**src/rtl/fpu_pkg.sv**
```systemverilog
// rtl/fpu_pkg.sv - shared bf16 constants and divider state encoding
package fpu_pkg;

    localparam logic [15:0] BF16_QNAN = 16'h7FC0;
    localparam logic [15:0] BF16_INF  = 16'h7F80;
    localparam int          BF16_BIAS = 127;
    localparam int          DIV_ITERS = 10;

    typedef enum logic [1:0] {
        IDLE,
        DIV,
        ROUND
    } div_state_t;

endpackage

```
**src/rtl/bf16_classify.sv**
```systemverilog
// rtl/bf16_classify.sv - combinational zero/inf/nan classification of one bf16 operand
module bf16_classify
    import fpu_pkg::*;
(
    input  logic [15:0] operand,
    output logic        is_zero,
    output logic        is_inf,
    output logic        is_nan
);

    logic [7:0] exp_f;
    logic [6:0] man_f;

    assign exp_f = operand[14:7];
    assign man_f = operand[6:0];

    // Denormals have a zero exponent field and are treated as zero.
    assign is_zero = (exp_f == 8'h00);
    assign is_inf  = (exp_f == 8'hFF) && (man_f == 7'h00);
    assign is_nan  = (exp_f == 8'hFF) && (man_f != 7'h00);

endmodule

```
**src/rtl/fdiv_seq.sv**
```systemverilog
// rtl/fdiv_seq.sv - multi-cycle bf16 divider, restoring mantissa division one bit per cycle
module fdiv_seq
    import fpu_pkg::*;
#(
    parameter bit ROUND_EN = 1'b1
) (
    input  logic        clk,
    input  logic        rst,
    input  logic        start,
    input  logic [15:0] a_in,
    input  logic [15:0] b_in,
    output logic        busy,
    output logic        done,
    output logic [15:0] result
);

    div_state_t  state;
    logic        sign_r;
    logic [7:0]  ea_r;
    logic [7:0]  eb_r;
    logic [7:0]  mb_r;
    logic [8:0]  rem;
    logic [9:0]  q;
    logic [3:0]  cnt;

    logic zero_a, inf_a, nan_a;
    logic zero_b, inf_b, nan_b;

    bf16_classify u_class_a (
        .operand (a_in),
        .is_zero (zero_a),
        .is_inf  (inf_a),
        .is_nan  (nan_a)
    );

    bf16_classify u_class_b (
        .operand (b_in),
        .is_zero (zero_b),
        .is_inf  (inf_b),
        .is_nan  (nan_b)
    );

    logic        s_in;
    logic        special_hit;
    logic [15:0] special_val;

    always_comb begin
        s_in        = a_in[15] ^ b_in[15];
        special_hit = 1'b1;
        special_val = BF16_QNAN;
        if (nan_a || nan_b || (zero_a && zero_b) || (inf_a && inf_b)) begin
            special_val = BF16_QNAN;
        end else if (inf_a || zero_b) begin
            special_val = {s_in, BF16_INF[14:0]};
        end else if (zero_a || inf_b) begin
            special_val = {s_in, 15'h0000};
        end else begin
            special_hit = 1'b0;
        end
    end

    logic       rem_ge;
    logic [8:0] rem_sub;
    logic [8:0] rem_next;

    always_comb begin
        rem_ge   = (rem >= {1'b0, mb_r});
        rem_sub  = rem_ge ? (rem - {1'b0, mb_r}) : rem;
        rem_next = rem_sub << 1;
    end

    logic [9:0]  e_raw;
    logic [9:0]  e_adj;
    logic [6:0]  man7;
    logic        guard;
    logic [7:0]  man_sum;
    logic [6:0]  man_fin;
    logic [15:0] packed_res;

    always_comb begin
        // A quotient below 1.0 (q[9] clear) costs one exponent step.
        e_raw = {2'b00, ea_r} - {2'b00, eb_r} + 10'(BF16_BIAS) - {9'b0, ~q[9]};
        if (q[9]) begin
            man7  = q[8:2];
            guard = q[1];
        end else begin
            man7  = q[7:1];
            guard = q[0];
        end
        man_sum = {1'b0, man7} + {7'b0, guard & ROUND_EN};
        e_adj   = e_raw + {9'b0, man_sum[7]};
        man_fin = man_sum[7] ? 7'h00 : man_sum[6:0];
        if ($signed(e_adj) >= 10'sd255) begin
            packed_res = {sign_r, 8'hFF, 7'h00};
        end else if ($signed(e_adj) <= 10'sd0) begin
            packed_res = {sign_r, 15'h0000};
        end else begin
            packed_res = {sign_r, e_adj[7:0], man_fin};
        end
    end

    assign busy = (state != IDLE);

    always_ff @(posedge clk) begin
        if (rst) begin
            state  <= IDLE;
            sign_r <= 1'b0;
            ea_r   <= 8'h00;
            eb_r   <= 8'h00;
            mb_r   <= 8'h00;
            rem    <= 9'h000;
            q      <= 10'h000;
            cnt    <= 4'h0;
            done   <= 1'b0;
            result <= 16'h0000;
        end else begin
            done <= 1'b0;
            case (state)
                IDLE: begin
                    if (start) begin
                        sign_r <= s_in;
                        ea_r   <= a_in[14:7];
                        eb_r   <= b_in[14:7];
                        mb_r   <= {1'b1, b_in[6:0]};
                        rem    <= {2'b01, a_in[6:0]};
                        q      <= 10'h000;
                        cnt    <= 4'h0;
                        if (special_hit) begin
                            result <= special_val;
                            done   <= 1'b1;
                        end else begin
                            state <= DIV;
                        end
                    end
                end
                DIV: begin
                    q   <= {q[8:0], rem_ge};
                    rem <= rem_next;
                    if (cnt == 4'(DIV_ITERS - 1)) begin
                        cnt   <= 4'h0;
                        state <= ROUND;
                    end else begin
                        cnt <= cnt + 4'h1;
                    end
                end
                ROUND: begin
                    result <= packed_res;
                    done   <= 1'b1;
                    state  <= IDLE;
                end
                default: state <= IDLE;
            endcase
        end
    end

endmodule

```
**config.mk**
```make
export PLATFORM = sky130hd
export DESIGN_NAME = fdiv_seq
export DESIGN_NICKNAME = d
export VERILOG_FILES = /design/src/rtl/fpu_pkg.sv /design/src/rtl/bf16_classify.sv /design/src/rtl/fdiv_seq.sv
export SDC_FILE = /design/constraint.sdc
export NUM_CORES = 1
export LEC_CHECK = 0
export CAP_MARGIN = 25
export CORE_UTILIZATION = 50
export DETAILED_ROUTE_END_ITERATION = 8
export GPL_ROUTABILITY_DRIVEN = 0
export PLACE_DENSITY_LB_ADDON = 0.15
export SYNTH_ARGS = -nofsm -noshare
export SYNTH_HDL_FRONTEND = slang
export SYNTH_SLANG_ARGS = --single-unit
```
**constraint.sdc**
```tcl
create_clock -name clk -period 5.4 [get_ports clk]
set_clock_uncertainty 0.15 [all_clocks]
set_input_delay 0.54 -clock clk [delete_from_list [all_inputs] [get_ports clk]]
set_output_delay 0.54 -clock clk [all_outputs]
set_load 0.01 [all_outputs]
```
# Word-level counts from Yosys, hierarchy flattened
# Cells that the tools add are included.
[totals]
ff_bits = 67
input_bits = 35
word_cells = 85
out_inout_bits = 18
[op_classes]
n_addsub = 7
magnitude_cmp = 3
n_eq_ne = 9
n_reduce_logical = 25
mux = 29
n_bitwise = 2
[ops]
columns = ["cell", "n"]
rows = [
  ["$mux W16", 5],
  ["$pmux W16 S2", 1],
  ["$mux W15", 2],
  ["$pmux W10 S2", 1],
  ["$pmux W9 S2", 1],
  ["$eq A8 B8 Y1 const B", 2],
  ["$logic_not A8 Y1", 2],
  ["$logic_not A7 Y1", 2],
  ["$mux W7", 2],
  ["$reduce_bool A7 Y1", 2],
  ["$add A10 B1 Y10", 1],
  ["$add A9 B8 Y10 const B", 1],
  ["$ge A10 B9 Y1 const B", 1],
  ["$le A10 B1 Y1 const B", 1],
  ["$mux W10", 1],
  ["$sub A10 B1 Y10", 1],
  ["$ge A9 B8 Y1", 1],
  ["$mux W9", 1],
  ["$sub A8 B8 Y9", 1],
  ["$add A7 B1 Y8", 1],
  ["$mux W4", 2],
  ["$mux W8", 1],
  ["$ne A2 B2 Y1 const B", 4],
  ["$pmux W4 S2", 1],
  ["other kinds (17)", 37],
]

# Longest topological paths before layout
[logic_depth]
depth_word = 9
mapped_depth = 19
mapped_depth_nobuf = 17

# By module
# A second synthesis with hierarchy kept.
[hier_totals]
hier_cells = 553
hier_area_um2 = 4290.4
[by_module_without_submodules]
columns = ["mod", "instances", "area_each_um2", "seq_area_each_um2", "cells_each"]
rows = [
  ["fdiv_seq", 1, 4137.7, 1341.3, 531],
  ["bf16_classify", 2, 76.3, 0.0, 11],
]

# Worst setup path after synthesis
# Ideal clock, no wire load.
[synth_path]
kind = "register to register"
from = "register q[9]"
to = "register result[5]"
t_arrival_ps = 4111
n_path_buf = 2
setup_time_ps = 114
synth_period_minus_slack_ps = 4375
slack_ps = 1025
path_stages_with_launch = 19
required_time_ps = 5136
path_cell_list = "dfxtp_1 > clkbuf_1 > clkbuf_1 > mux2_2 > ha_1 > nand2_1 > nor2_1 > nand2_1 > nor3_1 > fa_1 > ha_1 > inv_1 > fa_1 > xnor2_1 > or4b_1 > or3_1 > o31a_1 > and4_1 > a21o_1"
[synth_between]
elab_chain_len = 7
word_cells_on_any_way = 12
classes_between = "3 x add/sub; 2 x order compare; 6 x mux; 1 x bitwise"
[synth_lines]
columns = ["item", "line_no", "source"]
rows = [
  ["start, declared", "fdiv_seq.sv:23", "logic [9:0] q;"],
  ["start signal, assigned", "fdiv_seq.sv:137", "q <= {q[8:0], rem_ge};"],
  ["$not A1 Y1 (tied with other cells)", "fdiv_seq.sv:82", "e_raw = {2'b00, ea_r} - {2'b00, eb_r} + 10'(BF16_BIAS) - {9'b0, ~q[9]};"],
  ["$sub A10 B1 Y10 or $add A7 B1 Y8 (tied branches)", "fdiv_seq.sv:82, fdiv_seq.sv:90", ""],
  ["$add A10 B1 Y10", "fdiv_seq.sv:91", "e_adj = e_raw + {9'b0, man_sum[7]};"],
  ["$le A10 B1 Y1", "fdiv_seq.sv:95", "end else if ($signed(e_adj) <= 10'sd0) begin"],
  ["$mux W15", "fdiv_seq.sv:95", ""],
  ["$mux W15 (*)", "fdiv_seq.sv:93", "if ($signed(e_adj) >= 10'sd255) begin"],
  ["$pmux W16 S2 (*)", "fdiv_seq.sv:118", "case (state)"],
  ["end signal, assigned", "fdiv_seq.sv:129", "result <= special_val;"],
  ["end signal, assigned", "fdiv_seq.sv:147", "result <= packed_res;"],
  ["end, declared", "fdiv_seq.sv:14", "output logic [15:0] result"],
]
# Every way passes the cells marked *; elsewhere a longest branch is shown, timed or not.
# A chain may end at the register's enable or synchronous reset.

# Final worst setup path
[layout_path]
from = "register q[9]"
to = "register result[6]"
# The elaborated chain is that of the path after synthesis.

==> impl_metrics.json <==
{
  "outcome": "completed",
  "syn_to_final_growth_pct": 17.99,
  "placed_area_um2": 4720,
  "path_clk_slew_ps": 80,
  "synth.area.mux_share": 0.02712,
  "synthAdderAreaFrac": 0.1006,
  "startpoint_type": "flip-flop",
  "cp.depth": 16,
  "antenna_found_initial": 0,
  "n_fill_cell": 720,
  "grt.total_usage": 0.2400,
  "maxSlewViolCount": 0,
  "yosys_warnings": 0,
  "synthSimpleGateAreaFrac": 0.2501,
  "switching_share": 0.3769,
  "setup_viol": 0,
  "fmax_ghz": 0.2177,
  "antenna_left": 0,
  "post_cts_buffers": 0,
  "synth_fp_nets": 604,
  "crit_family": "simple AND/OR/NAND/NOR gates",
  "r2r_setup_slack_ps": 810,
  "synth.largest_area_cell": "dfxtp_1",
  "synth_top_flop_cell": "dfxtp_1",
  "synth.distinct_cells": 57,
  "cp_cell_sequence": "mux2_2 > ha_1 > nand2_1 > nor2_1 > nand2_1 > nor3_1 > fa_1 > ha_1 > inv_1 > fa_1 > xnor2_1 > or4b_1 > or3_1 > o31a_1 > nand4b_1 > o21ai_0",
  "vias": 3842,
  "design_area_um2": 4900,
  "slowest_delay_ps": 760,
  "synth_compound_area_frac": 0.2055,
  "synth_top_area_frac": 0.3230,
  "leakage_uw": 0.001833,
  "tns_ps": 0,
  "root_buffer": "clkbuf_8",
  "diodes": 0,
  "via_per_inst": 5.601,
  "yosysMostFrequentCell": "nand2_1",
  "p_int_uw": 919.0,
  "worstMarginPinSlew_ps": 1046,
  "synth_top_family_by_area": "simple AND/OR/NAND/NOR gates",
  "cp_max_fo": 21,
  "crit_end": "result[6]$_SDFFE_PP0P_",
  "grt_pass1_vias": 3510,
  "critPathBufInv": 1,
  "overflow": 0,
  "die_w_um": 93.14,
  "hold_viol_final": 0,
  "drc_errors": 0,
  "worstSetupPathType": "flip-flop to flip-flop",
  "htreeDepth": 3,
  "switching_power_uw": 555.9,
  "nets": 645,
  "regArea_um2": 1341,
  "drt_iter0_drc": 196,
  "numCtsBuffers": 9,
  "rr_worst_depth": 16,
  "fin_crit_ps": 4594,
  "syn_inst": 538,
  "fin_crit_sh": 0.8508,
  "clk_path_buf_depth": 2,
  "synth_area_um2": 4153,
  "synth.area.top_cells": "dfxtp_1, ha_1, nand2_1",
  "critical_path.endpoint_type": "flip-flop",
  "clock_power_share": 0.265,
  "yosysSeqAreaShare": 0.3230,
  "synth_edf_count": 0,
  "synth-seq-cells": 67,
  "arrival_ps": 4670,
  "dieArea_um2": 8674,
  "synthTopCellsByCount": "nand2_1, dfxtp_1, a21oi_1",
  "relSlewSlack": 0.3029,
  "clk_latency_ps": 350,
  "grt_setup_unrepaired": "false",
  "worst_ep_required_time_ps": 5480,
  "core_um2": 7888,
  "wl_per_cell_um": 14.28,
  "port_buffers": 52,
  "min_path_type": "flip-flop to flip-flop",
  "first_pass_iters": 4,
  "cap_violations": 0,
  "multi_input_comb_area_um2": 2562,
  "wl_um": 9799,
  "grt_pass1_wl_um": 16280,
  "startpoint": "q[9]$_SDFFE_PP0P_",
  "ios": 53,
  "avgSynthCellArea_um2": 7.719,
  "grt_max_degree": 67,
  "cp_slowest_cell": "dfxtp_1",
  "cts_tree": "done",
  "cts.sinks": 67,
  "power_frac_comb": 0.373,
  "rows": 32,
  "post_cts_resize_count": 0,
  "p_per_area_nw_per_um2": 301.0,
  "initial_utilization": 0.5265,
  "cts_hold_buffers": 0,
  "synthArstFlopShare": 0,
  "die_h_um": 93.14,
  "drive_gt1_frac": 0.06336,
  "ir_drop_mv": 0.1331,
  "synthXorXnorAreaFrac": 0.03375,
  "hpwl_um": 7171,
  "r2r-start": "q[9]$_SDFFE_PP0P_",
  "pwr-share-seq": 0.362,
  "r2r_end": "result[6]$_SDFFE_PP0P_"
}
## stage by stage
stage	power, µW	setup slack, ps	instances	util	hold WS (ps)
floorplan	960.3	1025	538	-	286.3
global placement	1075	966.0	670	0.5984	292.9
detailed placement	1088	824.7	670	0.5984	297.0
CTS	1481	813.8	686	0.6212	308.0
global route	1569	397.1	686	0.6212	335.6
finish	1475	805.6	686	0.6212	307.3
## power groups by stage
stage          combinational [µW]  sequential [µW]  clock, µW
6_report                      550              534        391
3_3_place_gp                  530              545          0
2_1_floorplan                 419              541          0
3_5_place_dp                  542              546          0
5_1_grt                       610              538        421
4_1_cts                       544              534        403
## routing by layer
metal / wire length [µm] / track usage / vias to the layer above
met4: 78 / 0.07692 / 0
met5: 0 / 0 / -
met1: 4610 / 0.3232 / 1749
met3: 665 / 0.04553 / 8
met2: 4445 / 0.3866 / 122
li1: - / - / 1963
## worst min-delay path, delay by kind of cell, from the launching register on
family	cells	cell delay (ps)
simple gates	1	50
flops	1	310
compound gates	1	50
## state kept, by name, summed over array words and instances (netlist names)
register / count
cnt: 4
done: 1
ea_r: 8
eb_r: 8
mb_r: 8
q: 10
rem: 9
result: 16
sign_r: 1
state: 2
## worst min path at each step
stage | endpoint | from | cells after the start
CTS | ea_r[0]$_SDFFE_PP0P_ | ea_r[0]$_SDFFE_PP0P_ | 2
finish | ea_r[0]$_SDFFE_PP0P_ | ea_r[0]$_SDFFE_PP0P_ | 2
global placement | ea_r[0]$_SDFFE_PP0P_ | ea_r[0]$_SDFFE_PP0P_ | 2
global route | ea_r[6]$_SDFFE_PP0P_ | ea_r[6]$_SDFFE_PP0P_ | 2
detailed placement | ea_r[0]$_SDFFE_PP0P_ | ea_r[0]$_SDFFE_PP0P_ | 2
floorplan | ea_r[0]$_SDFFE_PP0P_ | ea_r[0]$_SDFFE_PP0P_ | 2
## area by class of cell
type,count,share of cell area
Clock buffer,9,0.02528
Sequential cell,67,0.2737
Inverter,40,0.03064
Multi-Input combinational cell,406,0.5230
Timing Repair Buffer,55,0.1098
Tap cell,102,0.02605
Clock inverter,7,0.01149
## placed cells by master (no fill, tap or decap), types with 10 or more instances in the layout
cell	n
a21oi_1	62
clkdlybuf4s50_1	51
dfxtp_1	67
ha_1	27
inv_1	40
nand2_1	88
nand3_1	18
nor2_1	37
nor3_1	10
o21ai_0	23
## cell families (layout without fill, tap and decap cells)
| family | after synthesis | after routing |
|---|---|---|
| AO/OA/AOI/OAI | 137 | 137 |
| XOR/XNOR | 16 | 16 |
| adder cells (fa/ha/maj) | 31 | 31 |
| buffers and inverters | 65 | 111 |
| flip-flops | 67 | 67 |
| multiplexers | 11 | 11 |
| AND/OR/NAND/NOR | 211 | 211 |
Note: power is estimated with default switching activity, not from simulation.
